<file path="src/rtl/position_registers.sv">
// Tic-tac-toe board store: nine 2-bit cells, turn order, move count and error pulse.
// Optional UNDO_EN adds an undo input that retracts the last committed move.
module position_registers #(
   parameter int ERR_HOLD = 4
) (
   input  logic       clock,
   input  logic       reset,
   input  logic [8:0] PL_en,
   input  logic [8:0] PC_en,
   input  logic       illegal_move,
`ifdef UNDO_EN
   input  logic       undo,
`endif
   output logic [1:0] pos1,
   output logic [1:0] pos2,
   output logic [1:0] pos3,
   output logic [1:0] pos4,
   output logic [1:0] pos5,
   output logic [1:0] pos6,
   output logic [1:0] pos7,
   output logic [1:0] pos8,
   output logic [1:0] pos9,
   output logic       turn,
   output logic [3:0] move_cnt,
   output logic       board_full,
   output logic       move_ack,
   output logic       move_err
);

   localparam int EW = $clog2(ERR_HOLD + 1);

   typedef enum logic [1:0] {
      IDLE,
      HOLD,
      FULL
   } state_t;

   state_t           state_q, state_d;
   logic [8:0][1:0]  cell_q, cell_d;
   logic             turn_q, turn_d;
   logic [3:0]       cnt_q, cnt_d;
   logic             full_q, full_d;
   logic             ack_q, ack_d;
   logic [EW-1:0]    err_q, err_d;

   logic             req;
   logic [17:0]      both;
   logic             one_hot;
   logic             side_ok;
   logic             legal;
   logic [8:0]       sel;
   logic [3:0]       sel_idx;

`ifdef UNDO_EN
   logic [3:0]       last_q, last_d;
   logic             last_vld_q, last_vld_d;
   logic             undo_ok;
`endif

   always_comb begin
      req     = (|PL_en) | (|PC_en);
      both    = {PC_en, PL_en};
      one_hot = (both != 18'd0) && ((both & (both - 18'd1)) == 18'd0);
      side_ok = turn_q ? (|PC_en) : (|PL_en);
      legal   = one_hot && side_ok && !illegal_move;
      sel     = turn_q ? PC_en : PL_en;
      sel_idx = 4'd0;
      for (int k = 0; k < 9; k++) begin
         if (sel[k]) sel_idx = 4'(k);
      end
   end

   always_comb begin
      state_d = state_q;
      cell_d  = cell_q;
      turn_d  = turn_q;
      cnt_d   = cnt_q;
      ack_d   = 1'b0;
      err_d   = (err_q != '0) ? err_q - EW'(1) : '0;
`ifdef UNDO_EN
      last_d     = last_q;
      last_vld_d = last_vld_q;
      undo_ok    = undo && !req && last_vld_q && (cnt_q != 4'd0);
`endif
      unique case (state_q)
         IDLE: begin
            if (req) begin
               if (legal) begin
                  cell_d[sel_idx] = turn_q ? 2'b10 : 2'b01;
                  turn_d  = ~turn_q;
                  cnt_d   = cnt_q + 4'd1;
                  ack_d   = 1'b1;
                  state_d = (cnt_q == 4'd8) ? FULL : HOLD;
`ifdef UNDO_EN
                  last_d     = sel_idx;
                  last_vld_d = 1'b1;
`endif
               end else begin
                  err_d   = EW'(ERR_HOLD);
                  state_d = HOLD;
               end
            end
`ifdef UNDO_EN
            else if (undo_ok) begin
               cell_d[last_q] = 2'b00;
               cnt_d      = cnt_q - 4'd1;
               turn_d     = ~turn_q;
               last_vld_d = 1'b0;
            end
`endif
         end
         // Wait for a full release so a held enable commits only once
         HOLD: begin
            if (!req) state_d = IDLE;
         end
         FULL: begin
            if (req) err_d = EW'(ERR_HOLD);
`ifdef UNDO_EN
            else if (undo_ok) begin
               cell_d[last_q] = 2'b00;
               cnt_d      = cnt_q - 4'd1;
               turn_d     = ~turn_q;
               last_vld_d = 1'b0;
               state_d    = IDLE;
            end
`endif
         end
         default: state_d = IDLE;
      endcase
      full_d = (cnt_d == 4'd9);
   end

   always_ff @(posedge clock or negedge reset) begin
      if (!reset) begin
         state_q <= IDLE;
         cell_q  <= '0;
         turn_q  <= 1'b0;
         cnt_q   <= 4'd0;
         full_q  <= 1'b0;
         ack_q   <= 1'b0;
         err_q   <= '0;
      end else begin
         state_q <= state_d;
         cell_q  <= cell_d;
         turn_q  <= turn_d;
         cnt_q   <= cnt_d;
         full_q  <= full_d;
         ack_q   <= ack_d;
         err_q   <= err_d;
      end
   end

`ifdef UNDO_EN
   always_ff @(posedge clock or negedge reset) begin
      if (!reset) begin
         last_q     <= 4'd0;
         last_vld_q <= 1'b0;
      end else begin
         last_q     <= last_d;
         last_vld_q <= last_vld_d;
      end
   end
`endif

   assign pos1       = cell_q[0];
   assign pos2       = cell_q[1];
   assign pos3       = cell_q[2];
   assign pos4       = cell_q[3];
   assign pos5       = cell_q[4];
   assign pos6       = cell_q[5];
   assign pos7       = cell_q[6];
   assign pos8       = cell_q[7];
   assign pos9       = cell_q[8];
   assign turn       = turn_q;
   assign move_cnt   = cnt_q;
   assign board_full = full_q;
   assign move_ack   = ack_q;
   assign move_err   = (err_q != '0);

endmodule

</file>
<file path="config.mk">
export PLATFORM = sky130hd
export DESIGN_NAME = position_registers
export DESIGN_NICKNAME = d
export VERILOG_FILES = /design/src/rtl/position_registers.sv
export SDC_FILE = /design/constraint.sdc
export NUM_CORES = 1
export LEC_CHECK = 0
export ABC_AREA = 1
export BUFFER_PORTS_ARGS = -buffer_cell sky130_fd_sc_hd__buf_2
export CORE_MARGIN = 2
export CORE_UTILIZATION = 54
export CTS_CLUSTER_SIZE = 12
export DETAILED_ROUTE_END_ITERATION = 10
export GPL_TIMING_DRIVEN = 0
export PLACE_DENSITY_LB_ADDON = 0.12
export SKIP_LAST_GASP = 1
export SLEW_MARGIN = 20
export SYNTH_ARGS = -nofsm -noshare
export SYNTH_HDL_FRONTEND = slang
export SYNTH_SLANG_ARGS = --single-unit
</file>
<file path="constraint.sdc">
create_clock -name clock -period 2.52 [get_ports clock]
set_input_delay 0.252 -clock clock [delete_from_list [all_inputs] [get_ports clock]]
set_output_delay 0.252 -clock clock [all_outputs]
set_load 0.05 [all_outputs]
</file>
==> results.tsv <==
stage	metric	value	unit
clock_tree	post-cts hold buffer count	0	
route	Final Routed Wirelength	4.360	mm
worst_setup_path	r2r startpoint	turn	
synthesis	count of synthesis-stage warnings from yosys	0	
synthesis	mapped cell area	0.002041	mm2
clock_tree	clock-pin transition on the worst setup and hold timing paths	60	ps
run_status	run status	complete, but fails checks	
synthesis	distinct cell type count after synthesis	31	
run	max-cap check violation count	0	
timing	time the final worst path needs with I/O delays and setup	2086	ps
worst_setup_path	minimum setup slack among reg-to-reg paths	430	ps
synthesis	portion of the post-synthesis area used by sequential elements	0.3679	
power_and_ir_drop	VDD IR-drop max	265.5	uV
power_and_ir_drop	cell leakage power	1.388	nW
route	routed length per instance	10.85	um
clock_tree	CTS Buffer Depth	2	
route	met1 layer wirelength in the final routing	2.028	mm
route	number of design-rule violations left by the first detailed-router iteration	120	
cells_and_area	number of nets at the end of the flow	376	
clock_tree	number of clock buffers inserted by TritonCTS	5	
timing	maximum achievable frequency	0.4794	GHz
placed_design	routability congestion estimate from global placement	0.8824	
cells_and_area	proportion of layout cells with a drive suffix above 1	0.2401	
clock_tree	setup bufs post-CTS	0	
route	iteration count of the initial detailed-routing pass	4	
timing	# setup viols final	0	
clock_tree	buffer type at the clock tree root	sky130_fd_sc_hd__clkbuf_8	
floorplan	Chip Width	65.48	um
clock_tree	TritonCTS clock tree	built	
placed_design	sum of net half-perimeters after detailed placement	3.401	mm
floorplan	FP Rows	22	
cells_and_area	Core Util, Final	0.6808	
timing	transition time of the tightest slew-check pin	656.4	ps
grt	maximum number of pins on one net before global-route repair	31	
worst_setup_path	Critical Setup Path Class	flip-flop to flip-flop	
floorplan	starting density of the core	0.5616	
clock_tree	H-tree Lvls	2	
worst_setup_path	maximum fanout along the worst path	10	
route	met3 wire len	170	um
route	remaining routing DRC violations	0	
timing	remaining max-slew budget at the tightest pin	0.5624	
clock_tree	number of clock sinks seen by CTS	30	
worst_setup_path	critical path launch point type	flip-flop	
cells_and_area	antenna fix cells	0	
timing	final cycle utilization of the critical path	0.8277	
timing	RSZ-0062 raised after global routing	false	
worst_setup_path	data arrival time of the worst path	2260	ps
worst_setup_path	number of cells on the worst reg-to-reg path	10	
worst_setup_path	required time at the endpoint of the critical path	2690	ps
hold_path	worst hold path type	input port to asynchronous set/reset pin	
grt	Tot GR Track Use	0.2402	
power_and_ir_drop	power density normalized to cell area	484.4	mW/mm2
floorplan	die outline area	0.004287	mm2
timing	final setup TNS	0	ps
synthesis	fraction of synthesized cell area taken by the top area cell type	0.3679	
grt	wire length of the first global-routing pass	7.921	mm
timing	final hold vios	1	
synthesis	leading area contributor after synthesis	sky130_fd_sc_hd__dfrtp_1	
clock_tree	post-cts repair resize count	0	
timing	post-route clock skew	7.922	ps
floorplan	Core Box Area	0.003633	mm2
grt	Remaining Overflow, GRT	0	
route	count of nets left with antenna violations after detail routing	0	
run_status	violated checks	hold timing	
synthesis	flip-flop and latch count after synthesis	30	
synthesis	biggest area contributors in the synthesized netlist	sky130_fd_sc_hd__dfrtp_1 (37%), sky130_fd_sc_hd__nand2_1 (19%), sky130_fd_sc_hd__nor2_1 (7.4%)	
synthesis	Mapped Avg Cell Area	6.802	um2
worst_setup_path	crit path capture type	flip-flop	
grt	number of antenna violations at the first check in global routing	0	
placed_design	number of buffers added on ports	46	
cells_and_area	max reg flops	4	
route	met2 routed WL	2.031	mm
route	Avg Vias per Cell	4.843	
route	top layer in use	met4	
cells_and_area	area grow syn2layout	21.21	%
floorplan	Die Y	65.48	um
synthesis	Synth Instances	300	
synthesis	number of nets produced by synthesis	323	
route	via count	1947	
floorplan	Top-Level Pins	47	
timing	Final Max Slew Viols	0	
worst_setup_path	Critical R2R Capture	pos8[1]	
clock_tree	insertion delay of the later-clocked pin in the worst-skew pair	280	ps
grt	vias in the first global route	1826	
timing	hold slack	-0.1454	ps
-- layout by cell type, fill, tap and decap left out, drive strengths merged --
master	count
a21oi	2
buf	49
bufinv	2
clkbuf	7
clkinv	2
dfrtp	30
ha	2
inv	34
mux2i	3
nand2	111
nand3	16
nand3b	2
nand4	11
nor2	52
nor3	2
nor3b	1
nor4	1
o211ai	2
o21ai	23
or2	1
xor2	1
-- per-stage QoR --
stage / worst slack [ps] / std cells / power, mW / instance area [um2] / hold slack (ps)
global placement: 423.1 / 394 / 0.6037 / 2331 / 334.2
CTS: 432.8 / 402 / 1.210 / 2474 / 28.33
finish: 434.1 / 402 / 1.198 / 2474 / -0.1454
floorplan: 369.1 / 300 / 0.5540 / 2041 / -43.59
global route: 170.0 / 402 / 1.250 / 2474 / 52.67
detailed placement: 416.8 / 394 / 0.6048 / 2331 / 341.3
-- power by group --
group          total (mW)  internal [mW]  leakage [nW]  switching (mW)
clock network       0.602          0.422        0.0714           0.180
registers           0.482          0.482         0.398     0.000000203
logic               0.115         0.0365         0.919          0.0782
total                1.20          0.940          1.39           0.258
-- synthesized netlist by cell type, drive strengths merged --
master / number
nand2: 111
nor2: 52
inv: 34
dfrtp: 30
o21ai: 23
nand3: 16
nand4: 11
buf: 3
mux2i: 3
a21oi: 2
clkinv: 2
ha: 2
nand3b: 2
nor3: 2
o211ai: 2
clkbuf: 1
nor3b: 1
nor4: 1
or2: 1
xor2: 1
-- metal layers --
layer / vias up / track usage
li1: 1052 / -
met5: - / 0
met4: 0 / 0.1120
met2: 46 / 0.4031
met1: 837 / 0.2997
met3: 12 / 0.04281
-- worst max-delay path: stages (launching register included) --
cell	delay (ps)
sky130_fd_sc_hd__dfrtp_1	390
sky130_fd_sc_hd__buf_2	190
sky130_fd_sc_hd__buf_2	200
sky130_fd_sc_hd__nand2_1	80
sky130_fd_sc_hd__o21ai_0	190
sky130_fd_sc_hd__a21oi_1	240
sky130_fd_sc_hd__inv_1	100
sky130_fd_sc_hd__nor2_1	310
sky130_fd_sc_hd__nand3_1	160
sky130_fd_sc_hd__nand2_1	80
sky130_fd_sc_hd__nand2_1	50
-- how the worst max path moves through the flow --
stage	startpoint	cells past startpoint	endpoint	slack, ps
final	turn	10	pos8[1]	430
after global routing	turn	10	pos8[0]	170
after CTS	turn	10	pos8[1]	430
after detailed placement	PL_en[8]	16	pos8[1]	420
after global placement	PL_en[8]	16	pos8[0]	420
after floorplan	turn	11	pos1[1]	370
-- cell families (layout without fill, tap and decap cells) --
kind of cell	Yosys count	count (layout)	share of synthesized area
simple gates	197	197	0.4488
buf+inv	40	94	0.08338
flops	30	30	0.3679
compound gates	27	27	0.06867
mux	3	3	0.01472
fa+ha+maj	2	2	0.01226
xor+xnor	1	1	0.004293
-- final cells by class --
| type | instances | area [um2] |
|---|---|---|
| tap | 48 | 60.06 |
| buffer | 4 | 33.78 |
| timing repair buffer | 46 | 230.2 |
| inverter | 36 | 136.4 |
| fill | 336 | 1160 |
| multi-input combinational | 230 | 1120 |
| sequential | 30 | 750.7 |
| clock inverter | 2 | 60.06 |
| clock buffer | 6 | 82.58 |
Power figures use the tool's default switching activity.
